<file path="src/rtl/riscv_wb_pkg.sv">
// Shared encodings for the RISC-V writeback stage.
// Result-select codes, load funct3 values and offset-width helper.
package riscv_wb_pkg;

    localparam int RES_ALU  = 0;
    localparam int RES_LOAD = 1;
    localparam int RES_PC4  = 2;
    localparam int RES_IMM  = 3;

    localparam logic [2:0] F3_LB  = 3'b000;
    localparam logic [2:0] F3_LH  = 3'b001;
    localparam logic [2:0] F3_LW  = 3'b010;
    localparam logic [2:0] F3_LD  = 3'b011;
    localparam logic [2:0] F3_LBU = 3'b100;
    localparam logic [2:0] F3_LHU = 3'b101;
    localparam logic [2:0] F3_LWU = 3'b110;

    function automatic int off_w(input int xlen);
        return (xlen == 64) ? 3 : 2;
    endfunction

endpackage

</file>
<file path="src/rtl/riscv_load_ext.sv">
// Little-endian load-data extractor (byte/half/word/double, signed or not).
// Ports: word (aligned memory word), offset (byte offset), funct3, data.
module riscv_load_ext
    import riscv_wb_pkg::*;
#(
    parameter  int XLEN  = 32,
    localparam int OFF_W = (XLEN == 64) ? 3 : 2
) (
    input  logic [XLEN-1:0]  word,
    input  logic [OFF_W-1:0] offset,
    input  logic [2:0]       funct3,
    output logic [XLEN-1:0]  data
);

    logic [XLEN-1:0] b_sh;
    logic [XLEN-1:0] h_sh;
    logic [XLEN-1:0] lw_d;
    logic [XLEN-1:0] lwu_d;
    logic [7:0]      b;
    logic [15:0]     h;

    // offset[0] is dropped for halfwords, so misaligned halves round down
    assign b_sh = word >> {offset, 3'b000};
    assign h_sh = word >> {offset[OFF_W-1:1], 4'b0000};
    assign b    = b_sh[7:0];
    assign h    = h_sh[15:0];

    if (XLEN == 64) begin : g_rv64
        logic [XLEN-1:0] w_sh;
        logic [31:0]     w;
        assign w_sh  = word >> {offset[OFF_W-1], 5'b00000};
        assign w     = w_sh[31:0];
        assign lw_d  = {{32{w[31]}}, w};
        assign lwu_d = {32'b0, w};
    end else begin : g_rv32
        // lwu is not a valid RV32 load: falls through as the raw word
        assign lw_d  = word;
        assign lwu_d = word;
    end

    always_comb begin
        data = word;
        case (funct3)
            F3_LB:   data = {{(XLEN-8){b[7]}}, b};
            F3_LBU:  data = {{(XLEN-8){1'b0}}, b};
            F3_LH:   data = {{(XLEN-16){h[15]}}, h};
            F3_LHU:  data = {{(XLEN-16){1'b0}}, h};
            F3_LW:   data = lw_d;
            F3_LWU:  data = lwu_d;
            F3_LD:   data = word;
            default: data = word;
        endcase
    end

endmodule

</file>
<file path="src/rtl/riscv_mux.sv">
// Generic N-input one-hot-free select mux.
// Ports: sel (index), data (packed inputs), out; out-of-range sel picks data[0].
module riscv_mux #(
    parameter  int N_MUX_IN = 4,
    parameter  int WIDTH    = 32,
    localparam int SEL_W    = (N_MUX_IN > 1) ? $clog2(N_MUX_IN) : 1
) (
    input  logic [SEL_W-1:0]               sel,
    input  logic [N_MUX_IN-1:0][WIDTH-1:0] data,
    output logic [WIDTH-1:0]               out
);

    always_comb begin
        out = data[0];
        for (int i = 0; i < N_MUX_IN; i++) begin
            if (sel == SEL_W'(i)) out = data[i];
        end
    end

endmodule

</file>
<file path="src/rtl/riscv_writeback_stage.sv">
// RISC-V W stage: MEM/WB register with stall/flush, load extraction, result mux.
// Ports: i_* M-stage inputs and stall/flush; o_* register-file write port and
// W forwarding source. Define RISCV_WB_INSTRET_EN to add the o_instret counter.
module riscv_writeback_stage
    import riscv_wb_pkg::*;
#(
    parameter  int XLEN       = 32,
    parameter  int N_RES_SRC  = 4,
    parameter  int REG_ADDR_W = 5,
    localparam int SRC_W      = (N_RES_SRC > 1) ? $clog2(N_RES_SRC) : 1,
    localparam int OFF_W      = (XLEN == 64) ? 3 : 2
) (
    input  logic                  i_clk,
    input  logic                  i_rstn,
    input  logic                  i_stall_w,
    input  logic                  i_flush_w,
    input  logic                  i_valid_m,
    input  logic [XLEN-1:0]       i_alu_result_m,
    input  logic [XLEN-1:0]       i_read_data_m,
    input  logic [XLEN-1:0]       i_pc_plus_4_m,
    input  logic [XLEN-1:0]       i_imm_ext_m,
    input  logic [SRC_W-1:0]      i_result_src_m,
    input  logic [2:0]            i_funct3_m,
    input  logic [REG_ADDR_W-1:0] i_rd_m,
    input  logic                  i_reg_write_m,
    output logic [XLEN-1:0]       o_result_w,
    output logic [REG_ADDR_W-1:0] o_rd_w,
    output logic                  o_reg_write_w,
    output logic                  o_valid_w
`ifdef RISCV_WB_INSTRET_EN
    ,
    output logic [63:0]           o_instret
`endif
);

    typedef struct packed {
        logic                  valid;
        logic                  reg_write;
        logic [REG_ADDR_W-1:0] rd;
        logic [XLEN-1:0]       alu;
        logic [XLEN-1:0]       rdata;
        logic [XLEN-1:0]       pc4;
        logic [XLEN-1:0]       imm;
        logic [SRC_W-1:0]      src;
        logic [2:0]            funct3;
        logic [OFF_W-1:0]      offset;
    } mem_wb_t;

    mem_wb_t                        wb_q;
    mem_wb_t                        wb_d;
    logic [XLEN-1:0]                load_data;
    logic [N_RES_SRC-1:0][XLEN-1:0] res_in;

    always_comb begin
        wb_d.valid     = i_valid_m;
        wb_d.reg_write = i_reg_write_m;
        wb_d.rd        = i_rd_m;
        wb_d.alu       = i_alu_result_m;
        wb_d.rdata     = i_read_data_m;
        wb_d.pc4       = i_pc_plus_4_m;
        wb_d.imm       = i_imm_ext_m;
        wb_d.src       = i_result_src_m;
        wb_d.funct3    = i_funct3_m;
        wb_d.offset    = i_alu_result_m[OFF_W-1:0];
    end

    always_ff @(posedge i_clk or negedge i_rstn) begin
        if (!i_rstn) begin
            wb_q <= '0;
        end else if (i_flush_w) begin
            wb_q <= '0;
        end else if (!i_stall_w) begin
            wb_q <= wb_d;
        end
    end

`ifdef RISCV_WB_INSTRET_EN
    logic [63:0] instret_q;

    // Retire = instruction leaving W, which a flush does not prevent
    always_ff @(posedge i_clk or negedge i_rstn) begin
        if (!i_rstn) begin
            instret_q <= '0;
        end else if (wb_q.valid && !i_stall_w) begin
            instret_q <= instret_q + 64'd1;
        end
    end

    assign o_instret = instret_q;
`endif

    riscv_load_ext #(
        .XLEN (XLEN)
    ) u_load_ext (
        .word   (wb_q.rdata),
        .offset (wb_q.offset),
        .funct3 (wb_q.funct3),
        .data   (load_data)
    );

    // Unassigned codes beyond the four known sources fall back to ALU
    for (genvar i = 0; i < N_RES_SRC; i++) begin : g_src
        assign res_in[i] = (i == RES_LOAD) ? load_data :
                           (i == RES_PC4)  ? wb_q.pc4  :
                           (i == RES_IMM)  ? wb_q.imm  :
                                             wb_q.alu;
    end

    riscv_mux #(
        .N_MUX_IN (N_RES_SRC),
        .WIDTH    (XLEN)
    ) u_res_mux (
        .sel  (wb_q.src),
        .data (res_in),
        .out  (o_result_w)
    );

    assign o_rd_w        = wb_q.rd;
    assign o_valid_w     = wb_q.valid;
    assign o_reg_write_w = wb_q.reg_write & wb_q.valid & (|wb_q.rd);

endmodule

</file>
<file path="config.mk">
export PLATFORM = sky130hd
export DESIGN_NAME = riscv_writeback_stage
export DESIGN_NICKNAME = d
export VERILOG_FILES = /design/src/rtl/riscv_wb_pkg.sv /design/src/rtl/riscv_load_ext.sv /design/src/rtl/riscv_mux.sv /design/src/rtl/riscv_writeback_stage.sv
export SDC_FILE = /design/constraint.sdc
export NUM_CORES = 1
export LEC_CHECK = 0
export CORE_AREA = 2 2 124 126
export CTS_CLUSTER_DIAMETER = 50
export DETAILED_ROUTE_END_ITERATION = 16
export DIE_AREA = 0 0 126 128
export GPL_TIMING_DRIVEN = 0
export PLACE_DENSITY = 0.77
export SYNTH_ARGS = -nofsm -noshare
export SYNTH_HDL_FRONTEND = slang
export SYNTH_HIERARCHICAL = 1
export SYNTH_SLANG_ARGS = --single-unit
</file>
<file path="constraint.sdc">
create_clock -name i_clk -period 3.5 [get_ports i_clk]
set_input_delay 1.05 -clock i_clk [delete_from_list [all_inputs] [get_ports i_clk]]
set_output_delay 1.05 -clock i_clk [all_outputs]
set_load 0.005 [all_outputs]
</file>
; Yosys cells after proc, flatten, opt, wreduce, memory -nomap -nowiden
; Index checks and enable logic that the tools add are counted.
[classes]
n_reduce_logical = 2
bitwise = 2
mux = 6
n_eq_ne = 7
shifts = 2
[ops]
columns = op, count
row1 = $mux W142, 2
row2 = $pmux W32 S4, 1
row3 = $mux W32, 3
row4 = $shr A32 B5 Y16, 1
row5 = $shr A32 B5 Y8, 1
row6 = $eq A3 B3 Y1 const B, 2
row7 = $reduce_or A5 Y1, 1
row8 = $eq A2 B2 Y1 const B, 2
row9 = $eq A3 B1 Y1 const B, 1
row10 = $logic_not A3 Y1, 1
row11 = $and A1 B1 Y1, 2
row12 = $eq A2 B1 Y1 const B, 1
row13 = $ne A2 B1 Y1 const B, 1
[totals]
input_bits = 144
output_inout_bits = 39
ff_bits = 142

; Longest topological paths before layout
[logic_depth]
word_depth = 5
mapped_depth = 7

; By module
; Netlist, hierarchy kept.
[by_module_without_submodules]
columns = mod, n_inst, cells_each, seq_area_each_um2, area_per_inst_um2
row1 = riscv_writeback_stage, 1, 459, 3503.4, 5764.3
row2 = riscv_mux, 1, 39, 0.0, 814.5
row3 = riscv_load_ext, 1, 109, 0.0, 628.1

; Least setup slack after synthesis
; OpenSTA, ideal clock, no wires.
[synth_timing]
path_type = reg2out
from = reg res_in[0] (netlist name)
to = out o_result_w[31]
stages_incl_launch_ff = 7
n_path_buf = 1
t_required_ps = 2450
setup_slack_ps = 452
arrival_time_ps = 1998
path_cell_list = dfrtp_1 > mux4_2 > nor3b_4 > o21bai_4 > buf_6 > nand2_1 > mux4_1
[synth_rtl]
columns = item, line
row1 = "end, declared", riscv_writeback_stage.sv:26  ; output logic [XLEN-1:0] o_result_w,

; Worst setup path in the final report
[layout_timing]
from = reg wb_q[94] (netlist name)
to = out o_result_w[14]
[layout_between]
elab_chain_len = 5
[layout_lines]
columns = item, line
row1 = "start, declared", riscv_writeback_stage.sv:49  ; mem_wb_t wb_q;
row2 = "start signal, assigned", riscv_writeback_stage.sv:73  ; wb_q <= wb_d;
row3 = $shr A32 B5 Y8, riscv_load_ext.sv:23  ; assign b_sh = word >> {offset, 3'b000};
row4 = $pmux W32 S4, riscv_load_ext.sv:43  ; case (funct3)
row5 = net load_data[14], riscv_writeback_stage.sv:51  ; logic [XLEN-1:0] load_data;
row6 = $mux W32 (3 in series), riscv_mux.sv:16  ; if (sel == SEL_W'(i)) out = data[i];
; The timed path passes the listed nets, and every way through them passes these cells.

==> impl_results.md <==
* Final Max Slew Viols at 0
* Die area at 16100 µm²
* Total gr overflow at 0
* Normalized max-slew margin at 58.6%
* Status: finished with violations
* Synth-to-Final Area Change at 41.0%
* Top-area cell type share of the netlist area at 48.6%
* Failing checks: negative setup slack
* CTS Sinks at 140
* TritonCTS clock tree: yes
* Vias in the first global route at 5696
* Clock buffer depth at 2
* WP data arrival at 2.63 ns
* IO Pins at 183
* DP HPWL at 14700 µm
* Number of synthesized flops with an enable pin at 0
* Clock power frac at 40.4%
* # H-tree levels at 4
* Mapped Cells at 607
* R2R depth at 3
* Initial antenna violation count at 0
* Total track usage at 25.2%
* First-pass GRT wire length at 30900 µm
* Fin. Hold Viols at 0
* Post-Syn Area per Cell at 11.9 µm²
* Nets at 976
* Nature of the critical path endpoint: output port
* Rows at 45
* Synth area leaders: dfrtp_1, mux2i_1, mux4_2
* RD Place Congestion at 0.858
* Die X at 126 µm
* IO Port Bufs at 180
* Sw frac at 24.9%
* Drt pass-1 iters at 5
* Num CTS Buffers at 17
* Share of cells above drive strength 1 at 25.3%
* Overall power at 4.31 mW
* Internal cell power at 3.24 mW
* NetSw at 1.07 mW
* Routed len/inst at 19.3 µm
* Static Leak at 4.85 nW
* Final min period at 3.68 ns
* FFs w/ async S/R, synth at 100%
* Sequential cell area fraction in the yosys report at 48.6%
* Peak VDD IR at 0.332 mV
* Worst r2r src: wb_q[102]
* Critical path peak fanout at 5
* Total number of vias at 5517
* Slew at the pin closest to its max-slew limit at 0.621 ns
* Startpoint types: flip-flop
* Core area at 14900 µm²
* Initial Util at 48.5%
* Fmax at 271 MHz
* Final WL at 19900 µm
* Die Span Y at 128 µm
* Pre-CTS WS at -0.269 ns
* First DRT Iteration DRCs at 334
* RSZ-0062 raised after global routing: yes
* Req. time, crit path at 2.45 ns
* Maxcap violations at 0
* Largest net degree at the start of global routing at 79
* Setup CP Type: flip-flop to output port
* Clk root buf: clkbuf_16
* Reg clk slew, reported paths at 0.06 ns
* Synth area leader: dfrtp_1
* Top-count cell post-synth: nor2_1
* Fillers at 1134
* Combinational power share at 18.4%
* Placed cell area at 9270 µm²
* Crit path launch: wb_q[94]
* Syn nets at 751
* Syn. warnings at 6
* Synthesized flop and latch total at 140
* DRC at 0
* Diodes inserted at 0
* Hold Crit Depth at 2
* Mapped Area at 7210 µm²
* Via density at 5.34
* Seq pwr share at 41.2%
* Setup_tns at -3.32 ns
* Final setup vio count at 25
* Setup slack after layout at -0.184 ns
* Top cells by count, synth: nor2_1, mux2i_1, dfrtp_1
* Pwr dens at 424 nW/µm²
* Worst Skew at 0 ns
* Antenna-violating nets left at 0
* Design area at 10200 µm²
* Clock latency on the worst-skew pair at 0.41 ns
* Ys flop type: dfrtp_1
* HP Start: res_in[14]
* Worst min-delay path class: flip-flop to flip-flop
* Count of cell types in the netlist at 32
* Period utilization at 105%
metal layers:
layer	vias to the layer above	global-route usage (%)	share of wire, %
li1	2552	-	-
met1	2746	33.3	43
met2	194	42.5	49
met3	25	6.55	6.5
met4	0	5.37	1.7
met5	-	0	0
worst max-delay path, stage by stage (launching register included):
cell and delay [ns]:
dfrtp_2 0.43, mux4_2 0.49, buf_4 0.15, buf_6 0.13, nand2_4 0.07, or2_4 0.13
o211ai_1 0.19, mux4_2 0.49, buf_2 0.14
area by class of cell:
cell class              count  area (µm²)  area share, %
flip-flops and latches    140        3510           34.5
multi-input cells         414        3410           33.5
repair buffers            206        1960           19.2
plain buffers              52         475           4.68
clock buffers              20         457           4.49
well taps                 188         235           2.31
clock inverters            12         121           1.19
inverters                   1        7.51         0.0739
power by group through the flow:
stage / combinational (mW) / clock, mW / sequential [mW]
final: 0.794 / 1.74 / 1.78
after CTS: 0.779 / 1.77 / 1.78
after detailed placement: 0.742 / 0 / 1.80
after floorplan: 0.378 / 0 / 1.78
after global routing: 0.852 / 1.85 / 1.79
after global placement: 0.723 / 0 / 1.80
per-stage QoR:
stage / util, % / hold slack (ns) / std cells
after floorplan: - / 0.481 / 607
after global placement: 62.2 / 0.499 / 975
after detailed placement: 62.4 / 0.508 / 976
after CTS: 67.7 / 0.522 / 1026
after global routing: 68.4 / 0.537 / 1033
final: 68.4 / 0.518 / 1033
cell usage in the layout (no fill, tap or decap), types with 2 or more instances in the layout:
master             n
dfrtp_2            2
buf_2             31
a21oi_2            2
nand2_4            3
clkinvlp_4         4
dfrtp_1          138
clkbuf_8           2
clkbuf_16         17
a21oi_1            4
o21ai_1            3
o21ai_2            6
nand2_1           29
clkbuf_1           9
clkbuf_2          10
buf_12             7
mux4_2            33
mux2i_1          143
mux2_4             3
buf_4             23
buf_8             10
buf_6             19
nand2_2           14
clkdlybuf4s50_1  148
mux2_2             2
nor2b_1            3
a22oi_2            8
clkinv_2           6
o211ai_1           2
nor2_1           144
bufinv_16          2
path summary, 6_finish.rpt:
kind / end / slack [ns]
setup reg to reg: wb_q[102] / 2.59
setup / recovery: o_result_w[14] / -0.18
max in group asynchronous: res_in[1] / 2.09
hold / removal: res_in[14] / 0.52
min in group asynchronous: wb_q[140] / 0.62
hold reg to reg: res_in[14] / 0.52
timing repair:
action / in CTS / in global routing
cloned: 1 / 0
setup buffers: 17 / 7
hold buffers: 0 / 0
gates resized for setup: 160 / 39
setup endpoints to repair: 32 / 32
pin swaps: 15 / 17
sequential cells by signal (all words and copies together) (netlist names):
register and flops:
o_rd_w 5, o_valid_w 1, res_in 96, wb_q 38
cells by family after synthesis:
family	synth area share [%]
compound gates	2.83
buf+inv	6.23
flops	48.6
mux	31.2
simple gates	11.1
Note: power is estimated with default switching activity, not from simulation.
